==> config.mk <==
export PLATFORM = sky130hd
export DESIGN_NAME = dwise_addr_scheduler
export DESIGN_NICKNAME = d
export VERILOG_FILES = /design/src/rtl/dwise_addr_scheduler_pkg.sv /design/src/rtl/dwise_window_counter.sv /design/src/rtl/dwise_addr_scheduler.sv
export SDC_FILE = /design/constraint.sdc
export NUM_CORES = 1
export LEC_CHECK = 0
export CORE_MARGIN = 3
export CORE_UTILIZATION = 45
export DETAILED_ROUTE_END_ITERATION = 16
export GPL_TIMING_DRIVEN = 0
export PLACE_DENSITY = 0.69
export SLEW_MARGIN = 0
export SYNTH_ARGS = -nofsm -noshare
export SYNTH_HDL_FRONTEND = slang
export SYNTH_HIERARCHICAL = 1
export SYNTH_SLANG_ARGS = --single-unit
==> constraint.sdc <==
create_clock -name i_clk -period 6.2 [get_ports i_clk]
set_input_delay 1.55 -clock i_clk [delete_from_list [all_inputs] [get_ports i_clk]]
set_output_delay 1.55 -clock i_clk [all_outputs]
set_load 0.02 [all_outputs]
==> src/rtl/dwise_addr_scheduler_pkg.sv <==
// Shared types and helpers for the depthwise window address scheduler.
package dwise_addr_scheduler_pkg;

  typedef enum logic [2:0] {
    StIdle,
    StClear,
    StIssue,
    StDrain,
    StDone
  } state_e;

  // Number of valid window origins along one spatial axis (no padding, stride 1).
  function automatic int unsigned calc_o_size(input int unsigned i_size,
                                              input int unsigned k_size);
    return i_size - k_size + 32'd1;
  endfunction

endpackage

==> src/rtl/dwise_window_counter.sv <==
// Nested y/x/c window counter: y fastest, c outermost, each wrapping at its limit.
module dwise_window_counter #(
  parameter int unsigned ADDR_WIDTH = 6
) (
  input  logic                  i_clk,
  input  logic                  i_rst,
  input  logic                  i_clear,
  input  logic                  i_en,
  input  logic [ADDR_WIDTH-1:0] i_lim_xy,
  input  logic [ADDR_WIDTH-1:0] i_lim_c,
  output logic [ADDR_WIDTH-1:0] o_y,
  output logic [ADDR_WIDTH-1:0] o_x,
  output logic [ADDR_WIDTH-1:0] o_c,
  output logic                  o_last
);

  localparam logic [ADDR_WIDTH-1:0] One = ADDR_WIDTH'(1);

  logic [ADDR_WIDTH-1:0] y_q, y_d, x_q, x_d, c_q, c_d;
  logic                  y_wrap, x_wrap, c_wrap;

  assign y_wrap = (y_q == i_lim_xy - One);
  assign x_wrap = (x_q == i_lim_xy - One);
  assign c_wrap = (c_q == i_lim_c - One);
  assign o_last = y_wrap && x_wrap && c_wrap;

  always_comb begin
    y_d = y_q;
    x_d = x_q;
    c_d = c_q;
    if (i_clear) begin
      y_d = '0;
      x_d = '0;
      c_d = '0;
    end else if (i_en) begin
      y_d = y_wrap ? '0 : y_q + One;
      if (y_wrap) begin
        x_d = x_wrap ? '0 : x_q + One;
        if (x_wrap) begin
          c_d = c_wrap ? '0 : c_q + One;
        end
      end
    end
  end

  always_ff @(posedge i_clk) begin
    if (i_rst) begin
      y_q <= '0;
      x_q <= '0;
      c_q <= '0;
    end else begin
      y_q <= y_d;
      x_q <= x_d;
      c_q <= c_d;
    end
  end

  assign o_y = y_q;
  assign o_x = x_q;
  assign o_c = c_q;

endmodule

==> src/rtl/dwise_addr_scheduler.sv <==
// Sequences depthwise-conv window origins (y, x, c) to an external address generator,
// rotating a one-hot PE row id per issued window.
module dwise_addr_scheduler
  import dwise_addr_scheduler_pkg::*;
#(
  parameter int unsigned ROWS        = 4,
  parameter int unsigned ADDR_WIDTH  = 6,
  parameter int unsigned KERNEL_SIZE = 3
) (
  input  logic                    i_clk,
  input  logic                    i_rst,
  input  logic                    i_start,
  input  logic [ADDR_WIDTH-1:0]   i_i_size,
  input  logic [ADDR_WIDTH-1:0]   i_i_c_size,
  input  logic [ADDR_WIDTH-1:0]   i_start_addr,
  input  logic                    i_stall,
  output logic                    o_en,
  output logic                    o_reg_clear,
  output logic [ADDR_WIDTH-1:0]   o_o_x,
  output logic [ADDR_WIDTH-1:0]   o_o_y,
  output logic [ADDR_WIDTH-1:0]   o_i_c,
  output logic [ADDR_WIDTH-1:0]   o_i_size,
  output logic [ADDR_WIDTH-1:0]   o_i_c_size,
  output logic [ADDR_WIDTH-1:0]   o_start_addr,
  output logic [ROWS-1:0]         o_row_id,
  output logic                    o_busy,
  output logic                    o_done,
  output logic                    o_err,
  output logic [3*ADDR_WIDTH-1:0] o_count
);

  localparam int unsigned           CountW   = 3 * ADDR_WIDTH;
  localparam logic [ADDR_WIDTH-1:0] KSize    = ADDR_WIDTH'(KERNEL_SIZE);
  localparam logic [ROWS-1:0]       RowFirst = ROWS'(1);

  state_e                state_q, state_d;
  logic [ADDR_WIDTH-1:0] i_size_q, i_size_d, c_size_q, c_size_d;
  logic [ADDR_WIDTH-1:0] start_addr_q, start_addr_d, o_size_q, o_size_d;
  logic [ROWS-1:0]       row_q, row_d;
  logic [CountW-1:0]     count_q, count_d;
  logic                  err_q, err_d;
  logic                  bad_cfg, launch, issue, last;

  assign bad_cfg = (i_i_size < KSize) || (i_i_c_size == '0);
  assign launch  = (state_q == StIdle) && i_start && !bad_cfg;
  assign issue   = (state_q == StIssue) && !i_stall;

  // Counter holds on the final window so the outputs keep the last origin after the job.
  dwise_window_counter #(
    .ADDR_WIDTH(ADDR_WIDTH)
  ) u_counter (
    .i_clk   (i_clk),
    .i_rst   (i_rst),
    .i_clear (launch),
    .i_en    (issue && !last),
    .i_lim_xy(o_size_q),
    .i_lim_c (c_size_q),
    .o_y     (o_o_y),
    .o_x     (o_o_x),
    .o_c     (o_i_c),
    .o_last  (last)
  );

  always_comb begin
    state_d      = state_q;
    i_size_d     = i_size_q;
    c_size_d     = c_size_q;
    start_addr_d = start_addr_q;
    o_size_d     = o_size_q;
    row_d        = row_q;
    count_d      = count_q;
    err_d        = 1'b0;
    o_en         = 1'b0;
    o_reg_clear  = 1'b0;
    o_busy       = 1'b0;
    o_done       = 1'b0;
    unique case (state_q)
      StIdle: begin
        if (i_start) begin
          if (bad_cfg) begin
            err_d = 1'b1;
          end else begin
            i_size_d     = i_i_size;
            c_size_d     = i_i_c_size;
            start_addr_d = i_start_addr;
            o_size_d     = ADDR_WIDTH'(calc_o_size(32'(i_i_size), KERNEL_SIZE));
            row_d        = RowFirst;
            count_d      = '0;
            state_d      = StClear;
          end
        end
      end
      StClear: begin
        o_reg_clear = 1'b1;
        o_busy      = 1'b1;
        state_d     = StIssue;
      end
      StIssue: begin
        o_busy = 1'b1;
        o_en   = !i_stall;
        if (issue) begin
          row_d   = {row_q[ROWS-2:0], row_q[ROWS-1]};
          count_d = count_q + CountW'(1);
          if (last) begin
            state_d = StDrain;
          end
        end
      end
      StDrain: begin
        o_busy  = 1'b1;
        state_d = StDone;
      end
      StDone: begin
        o_done  = 1'b1;
        state_d = StIdle;
      end
      default: state_d = StIdle;
    endcase
  end

  always_ff @(posedge i_clk) begin
    if (i_rst) begin
      state_q      <= StIdle;
      i_size_q     <= '0;
      c_size_q     <= '0;
      start_addr_q <= '0;
      o_size_q     <= '0;
      row_q        <= '0;
      count_q      <= '0;
      err_q        <= 1'b0;
    end else begin
      state_q      <= state_d;
      i_size_q     <= i_size_d;
      c_size_q     <= c_size_d;
      start_addr_q <= start_addr_d;
      o_size_q     <= o_size_d;
      row_q        <= row_d;
      count_q      <= count_d;
      err_q        <= err_d;
    end
  end

  assign o_i_size     = i_size_q;
  assign o_i_c_size   = c_size_q;
  assign o_start_addr = start_addr_q;
  assign o_row_id     = row_q;
  assign o_count      = count_q;
  assign o_err        = err_q;

endmodule

==> run_results.csv <==
group,metric,value,unit
critical_path,path_cells,"clkdlybuf4s50_1, or4b_1, buf_6, clkinv_8, clkdlybuf4s50_1",
routing,wl_met1,4640,microns
finish,most-common-layout-cells,"clkdlybuf4s50_1, dfxtp_1, nand2_1",
sta,setup_viol,0,
die,die_w,97.0,microns
clock_tree,clkTransAtPathRegs,70,ps
routing,postRouteAntennaNets,0,
clock_tree,cts-hold-fix-buffers,0,
placement,dpl_cell_area,0.00470,sq mm
synth,synth_flop_cell,"dfxtp_1",
synth,ys_types,71,
sta,period_needed,4970,ps
clock_tree,cts_tree,"built",
clock_tree,cts_made_buffers,9,
run_status,status,"completed",
routing,wl_per_cell,15.1,microns
placement,io_buffer_count,84,
die,start_util,47.3,%
critical_path,end_kind,"output port",
clock_tree,clk_path_buf_depth,2,
synth,syn_area,0.00373,sq mm
grt,grt_overflow,0,
synth,ys_seq_elements,67,
synth,ys_warn_count,6,
critical_path,cp-start-kind,"input pin",
routing,vias,3533,
sta,fin_skew,11.4,ps
sta,setup_ws,1230,ps
synth,synth_top_cell_by_area,"dfxtp_1",
run,maxCapViolations,0,
synth,yosys-top-cells-area,"dfxtp_1, nand2_1, a21oi_1",
clock_tree,h-tree-depth,3,
sta,slew_viol_final,0,
finish,design_area,0.00486,sq mm
die,io_pins,85,
finish,final_nets,563,
routing,first_pass_iters,4,
routing,met2_length,4420,microns
critical_path,arrival,3420,ps
die,coreArea,0.00789,sq mm
finish,layout_commonest_cell,"clkdlybuf4s50_1",
critical_path,slowest_stage,"clkdlybuf4s50_1",
synth,syn_nets,468,
grt,track_usage,20.5,%
critical_path,critPathKind,"in2out",
synth,synthArstFlopShare,0,%
routing,routed_wl,9640,microns
routing,dr.max_layer_used,"met4",
routing,dr_wl_met3,468,microns
clock_tree,cts_resized,0,
clock_tree,root_buffer,"clkbuf_8",
placement,gp_congestion,0.863,
routing,drtIter0Drc,143,
placement,dp_slack,1260,ps
finish,n_antenna_cell,0,
sta,max_freq,201,MHz
synth,synthCells,439,
sta,relSlewSlack,53.9,%
placement,dp_hpwl,7240,microns
critical_path,critical-path-max-stage-delay,600,ps
hold_path,hold_path_class,"reg2reg",
sta,rsz0062_at_grt,"false",
sta,tns,0,ps
power_and_ir_drop,p_per_area,200,mW/mm^2
clock_tree,post-cts-setup-buffers,0,
synth,synthDominantCellAreaShare,36.0,%
sta,period_share,80.1,%
grt,grt_pass1_wl,16200,microns
power_and_ir_drop,peakVddDrop,0.105,mV
finish,fin_util,61.6,%
die,die_y,97.0,microns
finish,area_growth,30.2,%
synth,seq_area_frac_synth,36.0,%
grt,grt_start_max_net_pins,12,
power_and_ir_drop,p_leak,1.75,nW
synth,avgSynthCellArea,8.49,sq um
routing,viasPerCell,5.52,
critical_path,crit_top_cell,"clkdlybuf4s50_1",
clock_tree,cts_sinks,67,
grt,antenna_found_initial,0,
synth,synth_edf_count,0,
sta,tightest_slew,691,ps
routing,drc_errors,0,
critical_path,critPathMaxFanout,9,
critical_path,cp.required,4650,ps
grt,grt_pass1_vias,3331,
die,die_area,0.00941,sq mm
clock_tree,worst_skew_pair.late_latency,340,ps
die,core.rowCount,32,
finish,drive_gt1_share,9.85,%
sta,final_hold_viol_count,0,
[synth_stat cells (4+ instances only)]
master     n
a21oi_1   35
nand2_1   64
xnor2_1   18
o21ai_0    6
a211oi_1   8
buf_4      4
nor3b_1    4
inv_1     15
nor3_1    10
buf_6      5
dfxtp_1   67
nand2b_1  12
nand4_1   12
clkbuf_1   8
nor2_1    37
nand3b_1   7
ha_1       7
nand3_1   16
xor2_1    15
and3_1     8
nor4_1     5
[metrics by stage]
stage               total power [mW]  cells  hold WS [ps]
detailed placement             0.670    625           450
CTS                            0.978    640           461
floorplan                      0.599    439           490
finish                         0.970    640           460
global placement               0.667    625           443
global route                    1.02    640           487
[worst paths after layout]
path                                          to            start  slack, ps  depth (start not counted)
worst min register to register   o_start_addr[2]  o_start_addr[2]        460                          2
worst max-delay path                        o_en          i_stall       1230                          5
worst max register to register  u_counter/o_c[5]      o_i_size[0]       2360                         15
worst min-delay path             o_start_addr[2]  o_start_addr[2]        460                          2
[flip-flops by register name, summed over array words and instances (netlist names), 4 cells and up]
| name | flops |
|---|---|
| o_count | 18 |
| o_i_c_size | 6 |
| o_i_size | 6 |
| o_start_addr | 6 |
| u_counter/o_c | 6 |
| u_counter/o_x | 6 |
| u_counter/o_y | 6 |
| o_size_q | 5 |
| o_row_id | 4 |
[cells by family after synthesis]
family	after synthesis	share of synthesized area, %
XOR/XNOR	35	8.99
flip-flops	67	36.0
AO/OA/AOI/OAI	88	17.6
multiplexers	2	0.570
adder cells (fa/ha/maj)	7	2.35
AND/OR/NAND/NOR	201	28.7
buffers and inverters	39	5.77
[where the power goes]
part	total (mW)	internal, mW	switching, mW
Combinational	0.200	0.0881	0.112
Clock	0.309	0.142	0.168
Sequential	0.461	0.446	0.0157
[critical path: cells and delay by family]
kind	cells	cell delay [ps]
buffers and inverters	4	1340
and+or+nand+nor	1	520
[layout make-up]
cell class	count	area, sq um
clock buffer	10	128
sequential	67	1340
buffer	22	139
fill	703	3030
clock inverter	5	31.3
inverter	17	76.3
timing repair buffer	84	841
multi-input combinational	333	2170
tap	102	128
[routing by layer]
metal	global-route usage, %	up-vias
met2	32.0	83
met4	6.80	0
met3	4.47	12
li1	-	1749
met5	0	-
met1	28.2	1689
(Power assumes the default switching activity.)
